File: config.mk
export PLATFORM = sky130hd
export DESIGN_NAME = xor_cipher_key_loader
export DESIGN_NICKNAME = d
export VERILOG_FILES = /design/src/rtl/xor_cipher_key_loader.sv
export SDC_FILE = /design/constraint.sdc
export NUM_CORES = 1
export LEC_CHECK = 0
export ABC_AREA = 1
export BUFFER_PORTS_ARGS = -buffer_cell sky130_fd_sc_hd__buf_2
export CAP_MARGIN = 0
export CORE_ASPECT_RATIO = 1.2
export CORE_MARGIN = 3
export CORE_UTILIZATION = 40
export CTS_CLUSTER_SIZE = 30
export DETAILED_ROUTE_END_ITERATION = 7
export RECOVER_POWER = 50
export SYNTH_ARGS = -nofsm -noshare
export SYNTH_HDL_FRONTEND = slang
export SYNTH_SLANG_ARGS = --single-unit
File: constraint.sdc
create_clock -name clk -period 2.2 [get_ports clk]
set_input_delay 0.33 -clock clk [delete_from_list [all_inputs] [get_ports clk]]
set_output_delay 0.33 -clock clk [all_outputs]
set_load 0.01 [all_outputs]
File: src/rtl/xor_cipher_key_loader.sv
// Key loader for the dual XOR stream cipher. It collects the key byte by byte, shifts it into
// the cipher's config chain, then shifts it a second time while checking the chain's readback.
module xor_cipher_key_loader #(
   parameter int M = 32
) (
   input  logic       clk,
   input  logic       rst,
   input  logic [7:0] byte_in,
   input  logic       byte_valid,
   output logic       byte_ready,
   input  logic       start,
   output logic       cfg_en,
   output logic       cfg_i,
   input  logic       cfg_o,
   output logic       busy,
   output logic       done,
   output logic       pass,
   output logic       fail,
   output logic [1:0] dbg_state_o
);

   localparam int BYTES = M / 8;
   localparam int CW    = $clog2(M) + 1;
   localparam int BW    = $clog2(BYTES + 1);

   localparam logic [CW-1:0] CNT_LAST = CW'(M - 1);
   localparam logic [CW-1:0] CNT_ONE  = CW'(1);
   localparam logic [BW-1:0] BYTES_W  = BW'(BYTES);
   localparam logic [BW-1:0] BYTE_ONE = BW'(1);

   typedef enum logic [1:0] {
      S_FILL   = 2'd0,
      S_LOAD   = 2'd1,
      S_VERIFY = 2'd2,
      S_REPORT = 2'd3
   } state_t;

   state_t          state_q;
   logic [BW-1:0]   count_q;
   logic [M-1:0]    key_q;
   logic [M-1:0]    rot_q;
   logic [CW-1:0]   cnt_q;
   logic            err_q;
   logic            cfg_en_q;
   logic            cfg_i_q;
   logic            busy_q;
   logic            done_q;
   logic            pass_q;
   logic            fail_q;

   logic            count_full;
   logic            byte_accept;
   logic            cnt_last;
   logic            bit_err;
   logic            err_d;

   // Handshake: a byte transfers on a rising clk edge where byte_valid and byte_ready are both 1;
   // byte_ready depends only on registered state, never on byte_valid or start.
   always_comb begin
      count_full  = (count_q == BYTES_W);
      byte_ready  = (state_q == S_FILL) && !count_full;
      byte_accept = byte_ready && byte_valid;
      cnt_last    = (cnt_q == CNT_LAST);
      bit_err     = (cfg_o != cfg_i_q);
      err_d       = err_q | bit_err;
   end

   always_ff @(posedge clk) begin
      if (rst) begin
         state_q  <= S_FILL;
         count_q  <= '0;
         key_q    <= '0;
         rot_q    <= '0;
         cnt_q    <= '0;
         err_q    <= 1'b0;
         cfg_en_q <= 1'b0;
         cfg_i_q  <= 1'b0;
         busy_q   <= 1'b0;
         done_q   <= 1'b0;
         pass_q   <= 1'b0;
         fail_q   <= 1'b0;
      end else begin
         done_q <= 1'b0;
         case (state_q)
            S_FILL: begin
               if (byte_accept) begin
                  for (int k = 0; k < BYTES; k++) begin
                     if (count_q == BW'(k)) begin
                        key_q[8*k +: 8] <= byte_in;
                     end
                  end
                  count_q <= count_q + BYTE_ONE;
               end
               // count is sampled before this edge's byte lands, so a start that arrives
               // together with the last byte is ignored.
               if (start && count_full) begin
                  state_q  <= S_LOAD;
                  cnt_q    <= '0;
                  err_q    <= 1'b0;
                  pass_q   <= 1'b0;
                  fail_q   <= 1'b0;
                  cfg_en_q <= 1'b1;
                  busy_q   <= 1'b1;
                  rot_q    <= key_q;
                  cfg_i_q  <= key_q[M-1];
               end
            end

            S_LOAD: begin
               // rot_q rotates left once per shift, so its bit M-2 is always the next key bit
               // MSB-first, wrapping naturally into the second pass.
               rot_q   <= {rot_q[M-2:0], rot_q[M-1]};
               cfg_i_q <= rot_q[M-2];
               if (cnt_last) begin
                  cnt_q   <= '0;
                  state_q <= S_VERIFY;
               end else begin
                  cnt_q <= cnt_q + CNT_ONE;
               end
            end

            S_VERIFY: begin
               rot_q   <= {rot_q[M-2:0], rot_q[M-1]};
               cfg_i_q <= rot_q[M-2];
               err_q   <= err_d;
               if (cnt_last) begin
                  cnt_q    <= '0;
                  state_q  <= S_REPORT;
                  cfg_en_q <= 1'b0;
                  cfg_i_q  <= 1'b0;
                  busy_q   <= 1'b0;
                  done_q   <= 1'b1;
                  pass_q   <= ~err_d;
                  fail_q   <= err_d;
               end else begin
                  cnt_q <= cnt_q + CNT_ONE;
               end
            end

            S_REPORT: begin
               // The key stays in key_q, but a full new set of bytes is needed before the next start.
               count_q <= '0;
               state_q <= S_FILL;
            end

            default: begin
               state_q <= S_FILL;
            end
         endcase
      end
   end

   assign cfg_en      = cfg_en_q;
   assign cfg_i       = cfg_i_q;
   assign busy        = busy_q;
   assign done        = done_q;
   assign pass        = pass_q;
   assign fail        = fail_q;
   assign dbg_state_o = state_q;

endmodule

==> impl_metrics.csv <==
group,metric,value,unit
outcome,outcome,"complete, no violations",
route,drc,0,
worst_setup_path,critPathCaptureType,"flip-flop",
cells_and_area,drive_gt1_share,9.53,%
timing,period_minus_slack,2.00,ns
place,dp.cells,573,
route,drt-vias-per-instance,5.08,
clock_tree,cts_hold_buf,0,
synth,syn_area_per_cell,7.86,sq um
route,ant_nets,0,
place,gp_congestion,0.794,
synth,yosysUniqueCellTypes,25,
timing,setup_tns,0,ns
cells_and_area,area_growth,11.3,%
timing,post-route-period-util,91.1,%
synth,ys_warn_count,0,
clock_tree,cts.clk_slew.worst_paths,0.08,ns
min_path,hold_path_class,"input pin to flip-flop",
grt,grt.overflow.total,0,
synth,ys_seq_area_share,45.6,%
synth,syn_nets,477,
timing,worst-slew-pin-transition,0.659,ns
route,dr.pass1.iters,4,
clock_tree,clockBufferDepth,2,
clock_tree,post_cts_resized,0,
grt,grt.total_usage,16.3,%
die,die_w,92.1,um
route,drtIter0Drc,222,
synth,synth_edf_count,0,
die,dieArea,10100,sq um
die,fp.dieH,109,um
clock_tree,cts_setup_buffers,0,
worst_setup_path,cp_max_fo,54,
pwr,leakagePower,1.73,nW
grt,grt_pass1_wl,13100,um
die,start_util,41.3,%
synth,yosysTopAreaCell,"dfxtp_1",
synth,ys.flop_type,"dfxtp_1",
timing,final_hold_viol_count,0,
timing,slew_viol_final,0,
cells_and_area,instances_no_fill,589,
grt,grt_util_met1,21.7,%
grt,grt-busiest-layer,"met2",
clock_tree,clock-sinks,81,
timing,finalSetupViolations,0,
synth,synthCells,453,
clock_tree,cts_tree,"yes",
route,wl,7900,um
grt,grt_pass1_vias,2783,
die,io-pin-count,22,
timing,timing.slew.headroom,56.0,%
cells_and_area,fillers,881,
place,hpwl,5220,um
synth,synthTopCellsByArea,"dfxtp_1 46%, nand2_1 13%, o211a_1 8.7%",
worst_setup_path,cp.arrival,2.27,ns
grt,antenna_found_initial,0,
cells_and_area,final_cell_mix,"123 x nand2_1, 81 x dfxtp_1, 48 x a21oi_1, 41 x nand3_1, 31 x o211a_1",
cells_and_area,diodes,0,
place,io_buffers,21,
pwr,ir_drop,0.000436,V
synth,ys_seq_elements,81,
grt,met3_usage,2.60,%
worst_setup_path,critical_path_class,"flip-flop to flip-flop",
clock_tree,ctsHtreeMaxLevel,3,
clock_tree,clk_latency,0.34,ns
synth,ys_async_sr_fraction,0,%
synth,netlist.area_leader.share,45.6,%
pwr,power.density,1140,nW/um^2
die,core,8610,sq um
flow_run,maxCapViolCount,0,
timing,maxClockFrequency,499,MHz
timing,rsz0062_at_grt,"false",
timing,skew,0.0120,ns
synth,syn_area,3560,sq um
clock_tree,clockRootBuffer,"clkbuf_8",
route,wire_per_inst,13.4,um
cells_and_area,mostFrequentLayoutCell,"nand2_1",
cells_and_area,nNetsFinal,491,
die,num_rows,37,
route,vias,2991,
grt,use_met2,26.3,%
clock_tree,cts_buffers,9,
grt,grt_max_degree,62,
worst_setup_path,worst_setup_path_start_kind,"flip-flop",
worst_setup_path,cp.required,2.47,ns
[cells by family after synthesis]
family / Yosys count / synth area share, %
and+or+nand+nor: 192 / 23.4
AOI/OAI and AO/OA: 112 / 20.3
DFF: 81 / 45.6
buffers and inverters: 57 / 6.85
adders and majority gates: 11 / 3.87
[synth_stat cells, types with 5 or more instances]
library cell and instances:
nor2_1 15, buf_4 6, a21oi_1 48, o21ai_0 29, nand4_1 5, buf_2 6
nand3_1 41, ha_1 11, nand2_1 121, o211a_1 31, clkbuf_1 12, dfxtp_1 81
inv_1 26
[stage by stage]
stage / setup WS, ns / cell area (sq um) / hold WS (ns) / util, % / power [mW]
after floorplan: 0.587 / 3560 / 0.445 / - / 2.94
after global placement: 0.335 / 3760 / 0.453 / 43.6 / 3.26
after detailed placement: 0.260 / 3760 / 0.458 / 43.6 / 3.29
after CTS: 0.222 / 4000 / 0.227 / 46.4 / 4.56
after global routing: 0.0483 / 3960 / 0.237 / 46.0 / 4.79
final: 0.197 / 3960 / 0.245 / 46.0 / 4.50
[worst max-delay path, cell delays in order (launching register included)]
cell	delay, ns
dfxtp_1	0.43
inv_1	0.11
ha_1	0.34
buf_4	0.29
nand2_1	0.10
nand2_2	0.10
buf_12	0.24
nand2_1	0.08
nand2_1	0.06
nand2_1	0.04
a21oi_1	0.12
[sequential cells by signal, summed over array words and instances, names as in the netlist, 2 cells and up]
signal	cells
cnt_q	6
count_q	3
dbg_state_o	2
key_q	32
rot_q	32
[cell type report]
cell class	instances	area, sq um	area share [%]
clock buffers	12	165	4.17
clock inverters	4	73.8	1.86
inverters	31	116	2.94
multi-input cells	315	1670	42.2
flip-flops and latches	81	1620	40.9
well taps	117	146	3.69
repair buffers	29	165	4.17
[path summary, 6_finish.rpt]
path	from	to	slack (ns)	cells after the start
min reg2reg	key_q[1]$_SDFFE_PP0P_	key_q[1]$_SDFFE_PP0P_	0.47	2
max reg2reg	dbg_state_o[0]$_SDFFE_PP0P_	cnt_q[3]$_SDFFE_PP0P_	0.20	10
max	dbg_state_o[0]$_SDFFE_PP0P_	cnt_q[3]$_SDFFE_PP0P_	0.20	10
min	byte_in[4]	key_q[4]$_SDFFE_PP0P_	0.25	3
[per-layer routing]
layer	wire [um]	up-vias	share of wire, %
met2	3610	67	46
met1	3880	1370	49
met5	0	-	0
met3	299	10	3.8
met4	120	0	1.5
li1	-	1544	-
[where the power goes]
| group | internal, mW | leakage [nW] | switching [mW] | total [mW] |
|---|---|---|---|---|
| sequential | 1.79 | 0.658 | 0.185 | 1.97 |
| combinational | 0.449 | 0.949 | 0.811 | 1.26 |
| clock | 0.733 | 0.123 | 0.531 | 1.26 |
| total | 2.97 | 1.73 | 1.53 | 4.50 |
Power figures use the tool's default switching activity.
